--- src/rtl/spi_pkg.sv ---
`default_nettype none
// ============================================================================
// Module : spi_pkg
// Shared state encoding, low-power mode codes and width default for SPI.
// Rev    : 1.0
// ============================================================================
package spi_pkg;

  localparam int c_DATA_W = 8;

  localparam logic [1:0] c_MODE_RUN  = 2'b00;
  localparam logic [1:0] c_MODE_WAIT = 2'b01;
  localparam logic [1:0] c_MODE_STOP = 2'b10;

  typedef enum logic [1:0] {
    ST_IDLE  = 2'b00,
    ST_LOAD  = 2'b01,
    ST_SHIFT = 2'b10,
    ST_DONE  = 2'b11
  } spi_state_t;

  // Stop mode and the reserved 2'b11 code both fall through to inactive.
  function automatic logic spi_active(input logic       spe,
                                      input logic       mstr,
                                      input logic [1:0] mode,
                                      input logic       spiswai);
    return spe & mstr &
           ((mode == c_MODE_RUN) | ((mode == c_MODE_WAIT) & ~spiswai));
  endfunction

endpackage
`default_nettype wire

--- src/rtl/spi_transfer_controller_if.sv ---
`default_nettype none
// ============================================================================
// Module : spi_transfer_controller_if
// Control, strobe and serial-data bundle of the SPI transfer controller.
// Rev    : 1.0
// ============================================================================
interface spi_transfer_controller_if #(
  parameter int DATA_W = spi_pkg::c_DATA_W
);

  logic              spe_i;
  logic              mstr_i;
  logic [1:0]        spi_mode_i;
  logic              spiswai_i;
  logic              send_data_i;
  logic              lsbfe_i;
  logic [DATA_W-1:0] data_mosi_i;
  logic              mosi_send_sclk_i;
  logic              miso_recieve_sclk_i;
  logic              miso_i;
  logic              ss_o;
  logic              mosi_o;
  logic [DATA_W-1:0] receive_data_o;
  logic              rx_valid_o;
  logic              busy_o;

  modport master (
    input  spe_i, mstr_i, spi_mode_i, spiswai_i, send_data_i, lsbfe_i,
           data_mosi_i, mosi_send_sclk_i, miso_recieve_sclk_i, miso_i,
    output ss_o, mosi_o, receive_data_o, rx_valid_o, busy_o
  );

  modport slave (
    output spe_i, mstr_i, spi_mode_i, spiswai_i, send_data_i, lsbfe_i,
           data_mosi_i, mosi_send_sclk_i, miso_recieve_sclk_i, miso_i,
    input  ss_o, mosi_o, receive_data_o, rx_valid_o, busy_o
  );

endinterface
`default_nettype wire

--- src/rtl/spi_shift_reg.sv ---
`default_nettype none
// ============================================================================
// Module : spi_shift_reg
// DATA_W shift register, LSB- or MSB-first, with parallel load and shift-in.
// Rev    : 1.0
// ============================================================================
module spi_shift_reg
  import spi_pkg::*;
#(
  parameter int DATA_W = c_DATA_W
) (
  input  wire               PCLK,
  input  wire               PRESET,
  input  wire               i_load,
  input  wire  [DATA_W-1:0] i_load_data,
  input  wire               i_shift,
  input  wire               i_shift_in,
  input  wire               i_lsbfe,
  output logic [DATA_W-1:0] o_data,
  output logic              o_out_bit
);

  logic [DATA_W-1:0] r_data;

  // The outgoing end is the bit about to leave; new bits enter the far end.
  always_ff @(posedge PCLK or posedge PRESET) begin
    if (PRESET) begin
      r_data <= '0;
    end else if (i_load) begin
      r_data <= i_load_data;
    end else if (i_shift) begin
      if (i_lsbfe) begin
        r_data <= {i_shift_in, r_data[DATA_W-1:1]};
      end else begin
        r_data <= {r_data[DATA_W-2:0], i_shift_in};
      end
    end
  end

  assign o_data    = r_data;
  assign o_out_bit = i_lsbfe ? r_data[0] : r_data[DATA_W-1];

endmodule
`default_nettype wire

--- src/rtl/spi_transfer_controller.sv ---
`default_nettype none
// ============================================================================
// Module : spi_transfer_controller
// Master-side SPI byte sequencer: start, shift on baud strobes, return byte.
// Rev    : 1.0
// ============================================================================
module spi_transfer_controller
  import spi_pkg::*;
#(
  parameter int DATA_W = c_DATA_W,
  parameter int SS_GAP = 2
) (
  input wire PCLK,
  input wire PRESET,
  spi_transfer_controller_if.master bus
);

  localparam int c_CNT_W = $clog2(DATA_W) + 1;
  localparam int c_GAP_W = (SS_GAP > 0) ? $clog2(SS_GAP + 1) : 1;
  localparam logic [c_CNT_W-1:0] c_CNT_FULL = c_CNT_W'(DATA_W);
  localparam logic [c_GAP_W-1:0] c_GAP_LOAD = c_GAP_W'(SS_GAP);

  spi_state_t         r_state;
  spi_state_t         w_next_state;
  logic [c_CNT_W-1:0] r_tx_cnt;
  logic [c_CNT_W-1:0] r_rx_cnt;
  logic [c_GAP_W-1:0] r_gap_cnt;
  logic               r_lsbfe;
  logic [DATA_W-1:0]  r_receive_data;

  logic               w_active;
  logic               w_start;
  logic               w_abort;
  logic               w_tx_adv;
  logic               w_rx_smp;
  logic               w_finish;
  logic               w_tx_out;
  logic [DATA_W-1:0]  w_rx_data;
  logic [DATA_W-1:0]  w_unused_tx_data;
  logic               w_unused_rx_out;

  assign w_active = spi_active(bus.spe_i, bus.mstr_i, bus.spi_mode_i,
                               bus.spiswai_i);
  assign w_start  = (r_state == ST_IDLE) & bus.send_data_i & w_active &
                    (r_gap_cnt == '0);
  assign w_abort  = ~bus.spe_i & ((r_state == ST_LOAD) | (r_state == ST_SHIFT));
  // w_active already folds in spe_i, so a paused or aborted cycle moves nothing.
  assign w_tx_adv = (r_state == ST_SHIFT) & w_active & bus.mosi_send_sclk_i &
                    (r_tx_cnt < c_CNT_FULL);
  assign w_rx_smp = (r_state == ST_SHIFT) & w_active & bus.miso_recieve_sclk_i &
                    (r_rx_cnt < c_CNT_FULL);
  assign w_finish = (r_state == ST_SHIFT) & (w_next_state == ST_DONE);

  always_ff @(posedge PCLK or posedge PRESET) begin
    if (PRESET) begin
      r_state <= ST_IDLE;
    end else begin
      r_state <= w_next_state;
    end
  end

  always_comb begin
    w_next_state = r_state;
    case (r_state)
      ST_IDLE: begin
        if (w_start) w_next_state = ST_LOAD;
      end
      ST_LOAD: begin
        if (!bus.spe_i)    w_next_state = ST_IDLE;
        else if (w_active) w_next_state = ST_SHIFT;
      end
      ST_SHIFT: begin
        if (!bus.spe_i)                            w_next_state = ST_IDLE;
        else if (w_active && r_rx_cnt == c_CNT_FULL) w_next_state = ST_DONE;
      end
      ST_DONE: w_next_state = ST_IDLE;
      default: w_next_state = ST_IDLE;
    endcase
  end

  always_comb begin
    bus.ss_o       = 1'b1;
    bus.busy_o     = 1'b0;
    bus.rx_valid_o = 1'b0;
    case (r_state)
      ST_LOAD, ST_SHIFT: begin
        bus.ss_o   = 1'b0;
        bus.busy_o = 1'b1;
      end
      ST_DONE: begin
        bus.busy_o     = 1'b1;
        bus.rx_valid_o = 1'b1;
      end
      default: ;
    endcase
  end

  // The gap is armed on entry to DONE so that DONE itself counts as gap time.
  always_ff @(posedge PCLK or posedge PRESET) begin
    if (PRESET) begin
      r_tx_cnt       <= '0;
      r_rx_cnt       <= '0;
      r_gap_cnt      <= '0;
      r_lsbfe        <= 1'b0;
      r_receive_data <= '0;
    end else if (w_abort) begin
      r_tx_cnt  <= '0;
      r_rx_cnt  <= '0;
      r_gap_cnt <= '0;
    end else begin
      if (w_start) begin
        r_tx_cnt <= c_CNT_W'(1);
        r_rx_cnt <= '0;
        r_lsbfe  <= bus.lsbfe_i;
      end else begin
        if (w_tx_adv) r_tx_cnt <= r_tx_cnt + c_CNT_W'(1);
        if (w_rx_smp) r_rx_cnt <= r_rx_cnt + c_CNT_W'(1);
      end
      if (w_finish) begin
        r_receive_data <= w_rx_data;
        r_gap_cnt      <= c_GAP_LOAD;
      end else if (r_gap_cnt != '0) begin
        r_gap_cnt <= r_gap_cnt - c_GAP_W'(1);
      end
    end
  end

  spi_shift_reg #(.DATA_W(DATA_W)) u_tx_sr (
    .PCLK        (PCLK),
    .PRESET      (PRESET),
    .i_load      (w_start),
    .i_load_data (bus.data_mosi_i),
    .i_shift     (w_tx_adv),
    .i_shift_in  (1'b0),
    .i_lsbfe     (r_lsbfe),
    .o_data      (w_unused_tx_data),
    .o_out_bit   (w_tx_out)
  );

  spi_shift_reg #(.DATA_W(DATA_W)) u_rx_sr (
    .PCLK        (PCLK),
    .PRESET      (PRESET),
    .i_load      (w_start),
    .i_load_data ({DATA_W{1'b0}}),
    .i_shift     (w_rx_smp),
    .i_shift_in  (bus.miso_i),
    .i_lsbfe     (r_lsbfe),
    .o_data      (w_rx_data),
    .o_out_bit   (w_unused_rx_out)
  );

  assign bus.mosi_o         = w_tx_out;
  assign bus.receive_data_o = r_receive_data;

endmodule
`default_nettype wire

--- src/flat_wrapper.sv ---
// flat-port wrapper written by rule: the top's interface ports become plain ports
module spi_transfer_controller_flat import spi_pkg::*;
#(
  parameter int DATA_W = c_DATA_W,
  parameter int SS_GAP = 2
)
  (PCLK, PRESET, bus_spe_i, bus_mstr_i, bus_spi_mode_i, bus_spiswai_i, bus_send_data_i, bus_lsbfe_i, bus_data_mosi_i, bus_mosi_send_sclk_i, bus_miso_recieve_sclk_i, bus_miso_i, bus_ss_o, bus_mosi_o, bus_receive_data_o, bus_rx_valid_o, bus_busy_o);
  spi_transfer_controller_if #(.DATA_W(DATA_W)) bus_i ();
  input wire PCLK;
  input wire PRESET;
  input wire logic [$bits(bus_i.spe_i)-1:0] bus_spe_i;
  input wire logic [$bits(bus_i.mstr_i)-1:0] bus_mstr_i;
  input wire logic [$bits(bus_i.spi_mode_i)-1:0] bus_spi_mode_i;
  input wire logic [$bits(bus_i.spiswai_i)-1:0] bus_spiswai_i;
  input wire logic [$bits(bus_i.send_data_i)-1:0] bus_send_data_i;
  input wire logic [$bits(bus_i.lsbfe_i)-1:0] bus_lsbfe_i;
  input wire logic [$bits(bus_i.data_mosi_i)-1:0] bus_data_mosi_i;
  input wire logic [$bits(bus_i.mosi_send_sclk_i)-1:0] bus_mosi_send_sclk_i;
  input wire logic [$bits(bus_i.miso_recieve_sclk_i)-1:0] bus_miso_recieve_sclk_i;
  input wire logic [$bits(bus_i.miso_i)-1:0] bus_miso_i;
  output wire logic [$bits(bus_i.ss_o)-1:0] bus_ss_o;
  output wire logic [$bits(bus_i.mosi_o)-1:0] bus_mosi_o;
  output wire logic [$bits(bus_i.receive_data_o)-1:0] bus_receive_data_o;
  output wire logic [$bits(bus_i.rx_valid_o)-1:0] bus_rx_valid_o;
  output wire logic [$bits(bus_i.busy_o)-1:0] bus_busy_o;
  assign bus_i.spe_i = bus_spe_i;
  assign bus_i.mstr_i = bus_mstr_i;
  assign bus_i.spi_mode_i = bus_spi_mode_i;
  assign bus_i.spiswai_i = bus_spiswai_i;
  assign bus_i.send_data_i = bus_send_data_i;
  assign bus_i.lsbfe_i = bus_lsbfe_i;
  assign bus_i.data_mosi_i = bus_data_mosi_i;
  assign bus_i.mosi_send_sclk_i = bus_mosi_send_sclk_i;
  assign bus_i.miso_recieve_sclk_i = bus_miso_recieve_sclk_i;
  assign bus_i.miso_i = bus_miso_i;
  assign bus_ss_o = bus_i.ss_o;
  assign bus_mosi_o = bus_i.mosi_o;
  assign bus_receive_data_o = bus_i.receive_data_o;
  assign bus_rx_valid_o = bus_i.rx_valid_o;
  assign bus_busy_o = bus_i.busy_o;
  spi_transfer_controller #(.DATA_W(DATA_W), .SS_GAP(SS_GAP)) u_core (.PCLK(PCLK), .PRESET(PRESET), .bus(bus_i));
endmodule
--- config.mk ---
export PLATFORM = sky130hd
export DESIGN_NAME = spi_transfer_controller_flat
export DESIGN_NICKNAME = d
export VERILOG_FILES = /design/src/rtl/spi_pkg.sv /design/src/rtl/spi_transfer_controller_if.sv /design/src/rtl/spi_shift_reg.sv /design/src/rtl/spi_transfer_controller.sv /design/src/flat_wrapper.sv
export SDC_FILE = /design/constraint.sdc
export NUM_CORES = 1
export LEC_CHECK = 0
export CAP_MARGIN = 20
export CORE_ASPECT_RATIO = 1.4
export CORE_UTILIZATION = 40
export CTS_BUF_LIST = sky130_fd_sc_hd__clkbuf_16
export DETAILED_ROUTE_END_ITERATION = 8
export SLEW_MARGIN = 5
export SYNTH_ARGS = -nofsm -noshare
export SYNTH_HDL_FRONTEND = slang
export SYNTH_SLANG_ARGS = --single-unit
--- constraint.sdc ---
create_clock -name PCLK -period 2 [get_ports PCLK]
set_clock_uncertainty 0.1 [all_clocks]
set_input_delay 0.6 -clock PCLK [delete_from_list [all_inputs] [get_ports PCLK]]
set_output_delay 0.6 -clock PCLK [all_outputs]
set_load 0.01 [all_outputs]
==> results_dict.tcl <==
set metrics [dict create \
    cts.sinks 37 \
    fp.dieW_microns 62.2 \
    drc_errors 0 \
    drtIter0Drc 62 \
    layout.nets 300 \
    syn_nets 221 \
    min-delay-start "u_core.bus.receive_data_o[4]" \
    antenna_left 0 \
    synthArstFlopShare_pct 100 \
    worst_pin_slew_ps 340 \
    cts_root_buffer "clkbuf_16" \
    wire_per_inst_microns 15.2 \
    cp_max_fo 5 \
    comb_power_share_pct 33.1 \
    swShare_pct 29.8 \
    gr-total-overflow 0 \
    synth_edf_count 0 \
    hold_path.class "reg -> reg" \
    clockBufferDepth 2 \
    io_buffers 31 \
    finalSetupViolCount 9 \
    dp.final_hpwl_mm 3.21 \
    r2r_slack_ps -100 \
    violations "negative setup slack" \
    final_area_sq_um 3180 \
    hold_buffers 0 \
    slew_headroom_pct 77.2 \
    fp.dieH_microns 86.2 \
    syn_inst 192 \
    p_total_uw 2860 \
    crit_buf_inv 3 \
    setup_ws_ps -96.4 \
    rows 30 \
    place_area_sq_um 2650 \
    grt_use_total_pct 20.5 \
    antenna_found_initial 0 \
    grt_pass1_vias 1824 \
    crit_arrival_ps 2160 \
    power_frac_clock_pct 30.4 \
    vias 1732 \
    final_common_cell "dfrtp_1" \
    layout_min_cycle_time_ps 2100 \
    rr_endpoint "u_core.bus.receive_data_o[2]" \
    path_common_cell "buf_4" \
    diodes 0 \
    yosys_warnings 0 \
    cpPeakStageDelay_ps 380 \
    firstDrtPassIters 4 \
    place_congestion 0.799 \
    rsz0062_at_grt "yes" \
    slew_viol_final 0 \
    drive_gt1_share_pct 36.8 \
    area_growth_pct 56.9 \
    outcome "finished with violations" \
    hold_path_depth 1 \
    clk_latency_ps 280 \
    max_cap_viol_count 0 \
    period_share_pct 105 \
    placed_cells 308 \
    wl_mm 5.11 \
    critPathSlowestCell "dfrtp_1" \
    io_pins 32 \
    final_cell_mix "37 x dfrtp_1, 36 x buf_4, 21 x clkdlybuf4s50_1" \
    syn_area_sq_um 2030 \
    via_per_inst 5.15 \
    start_kind "flop" \
    p_leak_uw 0.00148 \
    r2r_cells 8 \
    cts_buffers 5 \
    cts_tree "done" \
    initial_core_util_pct 41.9 \
    fmax_mhz 477 \
    ys.flop_type "dfrtp_1" \
    design.die.area_sq_um 5360 \
    hold_viol 0 \
    core_sq_um 4840 \
    critical_path.cell_chain "buf_4 > buf_4 > ha_4 > o211ai_1 > a2bb2oi_2 > o221ai_4 > buf_6 > mux2_4" \
    syn_avg_cell_area_sq_um 10.6 \
    synth.distinct_cells 37 \
    min_to "u_core.bus.receive_data_o[4]" \
    cp_top_family "compound AO/OA/AOI/OAI gates" \
    grt_pass1_wl_mm 8.54 \
    pwr-share-seq_pct 36.5 \
    layoutNonFillerInstCount 336 \
    p_int_uw 2000 \
    vdd_ir_drop_max_uv 520 \
    synth_seq_cells 37 \
    timing.rr.start "u_core.r_state[0]" \
    cts.htree.levels 2 \
    end_kind "flop" \
    grt_max_degree 38 \
    switchingPower_uw 853 \
    worstSetupPathType "reg -> reg" \
    p_per_area_nw_per_um2 899 \
    clk_pin_slew_ps 60 \
    cp.required_ps 2060 \
    ys_seq_area_share_pct 45.7 \
    tns_ps -704 \
]
## cells by family (layout without fill, tap and decap cells)
| logic type | Yosys count | after routing | synth area share, % |
|---|---|---|---|
| flip-flops | 37 | 37 | 45.7 |
| AND/OR/NAND/NOR | 58 | 58 | 15.8 |
| adder cells (fa/ha/maj) | 9 | 9 | 5.56 |
| multiplexers | 28 | 28 | 14.5 |
| XOR/XNOR | 4 | 4 | 1.73 |
| AO/OA/AOI/OAI | 38 | 38 | 12.8 |
| buffers and inverters | 18 | 98 | 3.89 |
## state kept, by name, summed over array words and instances, names as in the netlist
name,flops
u_core.bus.receive_data_o,8
u_core.r_gap_cnt,2
u_core.r_lsbfe,1
u_core.r_rx_cnt,4
u_core.r_state,2
u_core.r_tx_cnt,4
u_core.u_rx_sr.o_data,8
u_core.u_tx_sr.o_data,8
## cell usage after synthesis (all sizes together) (3+ instances only)
| library cell | n | area, sq um |
|---|---|---|
| a21oi | 3 | 18.8 |
| nand2 | 19 | 71.3 |
| buf | 5 | 30.0 |
| dfrtp | 37 | 926 |
| nor2b | 3 | 18.8 |
| ha | 9 | 113 |
| a31oi | 3 | 18.8 |
| nor2 | 22 | 82.6 |
| o21ai | 16 | 80.1 |
| xor2 | 3 | 26.3 |
| a211oi | 8 | 60.1 |
| clkbuf | 4 | 15.0 |
| mux2i | 17 | 170 |
| inv | 9 | 33.8 |
| mux2 | 11 | 124 |
## layer usage
metal  vias up  part of all wire, %  GRT usage (%)
li1        829                    -              -
met2        34                   56           39.4
met3         4                  2.7           4.08
met1       865                   40           22.7
met4         0                  1.1           6.34
met5         -                    0              0
## how the worst max path moves through the flow
stage	start	endpoint	cells past startpoint
floorplan	bus_spiswai_i	u_core.bus.receive_data_o[0]	7
global placement	bus_spe_i	u_core.bus.receive_data_o[4]	6
detailed placement	bus_spe_i	u_core.bus.receive_data_o[5]	6
CTS	u_core.r_state[0]	u_core.r_rx_cnt[2]	11
global route	u_core.r_state[0]	u_core.bus.receive_data_o[6]	8
finish	u_core.r_state[0]	u_core.bus.receive_data_o[2]	8
## what timing repair did
action | 4_1_cts | 5_1_grt
setup buffers | 13 | 5
pin swaps | 23 | 10
gates cloned | 2 | 1
setup endpoints to repair | 39 | 32
resized for setup | 55 | 28
hold endpoints to repair | 0 | 0
## per-stage QoR
stage	setup WS [ps]	utilization (%)	hold slack, ps
2_1_floorplan	-147	-	398
3_3_place_gp	-624	54.7	393
3_5_place_dp	-685	54.7	408
4_1_cts	-45.6	63.8	427
5_1_grt	-142	65.7	439
6_report	-96.4	65.7	418
## area by class of cell
type / instances / area (sq um)
timing repair buffer: 81 / 779
sequential: 37 / 926
multi-input combinational: 137 / 1200
tap: 64 / 80.1
fill: 394 / 1660
inverter: 9 / 33.8
clock inverter: 3 / 37.5
clock buffer: 5 / 125
## power by group through the flow
stage               Sequential [uW]  Combinational (uW)  Clock [uW]
floorplan                      1000                 528           0
global placement               1030                 792           0
detailed placement             1050                 821           0
CTS                            1040                 904         879
global route                   1060                1040         913
finish                         1040                 946         869
Note: power is estimated with default switching activity, not from simulation.
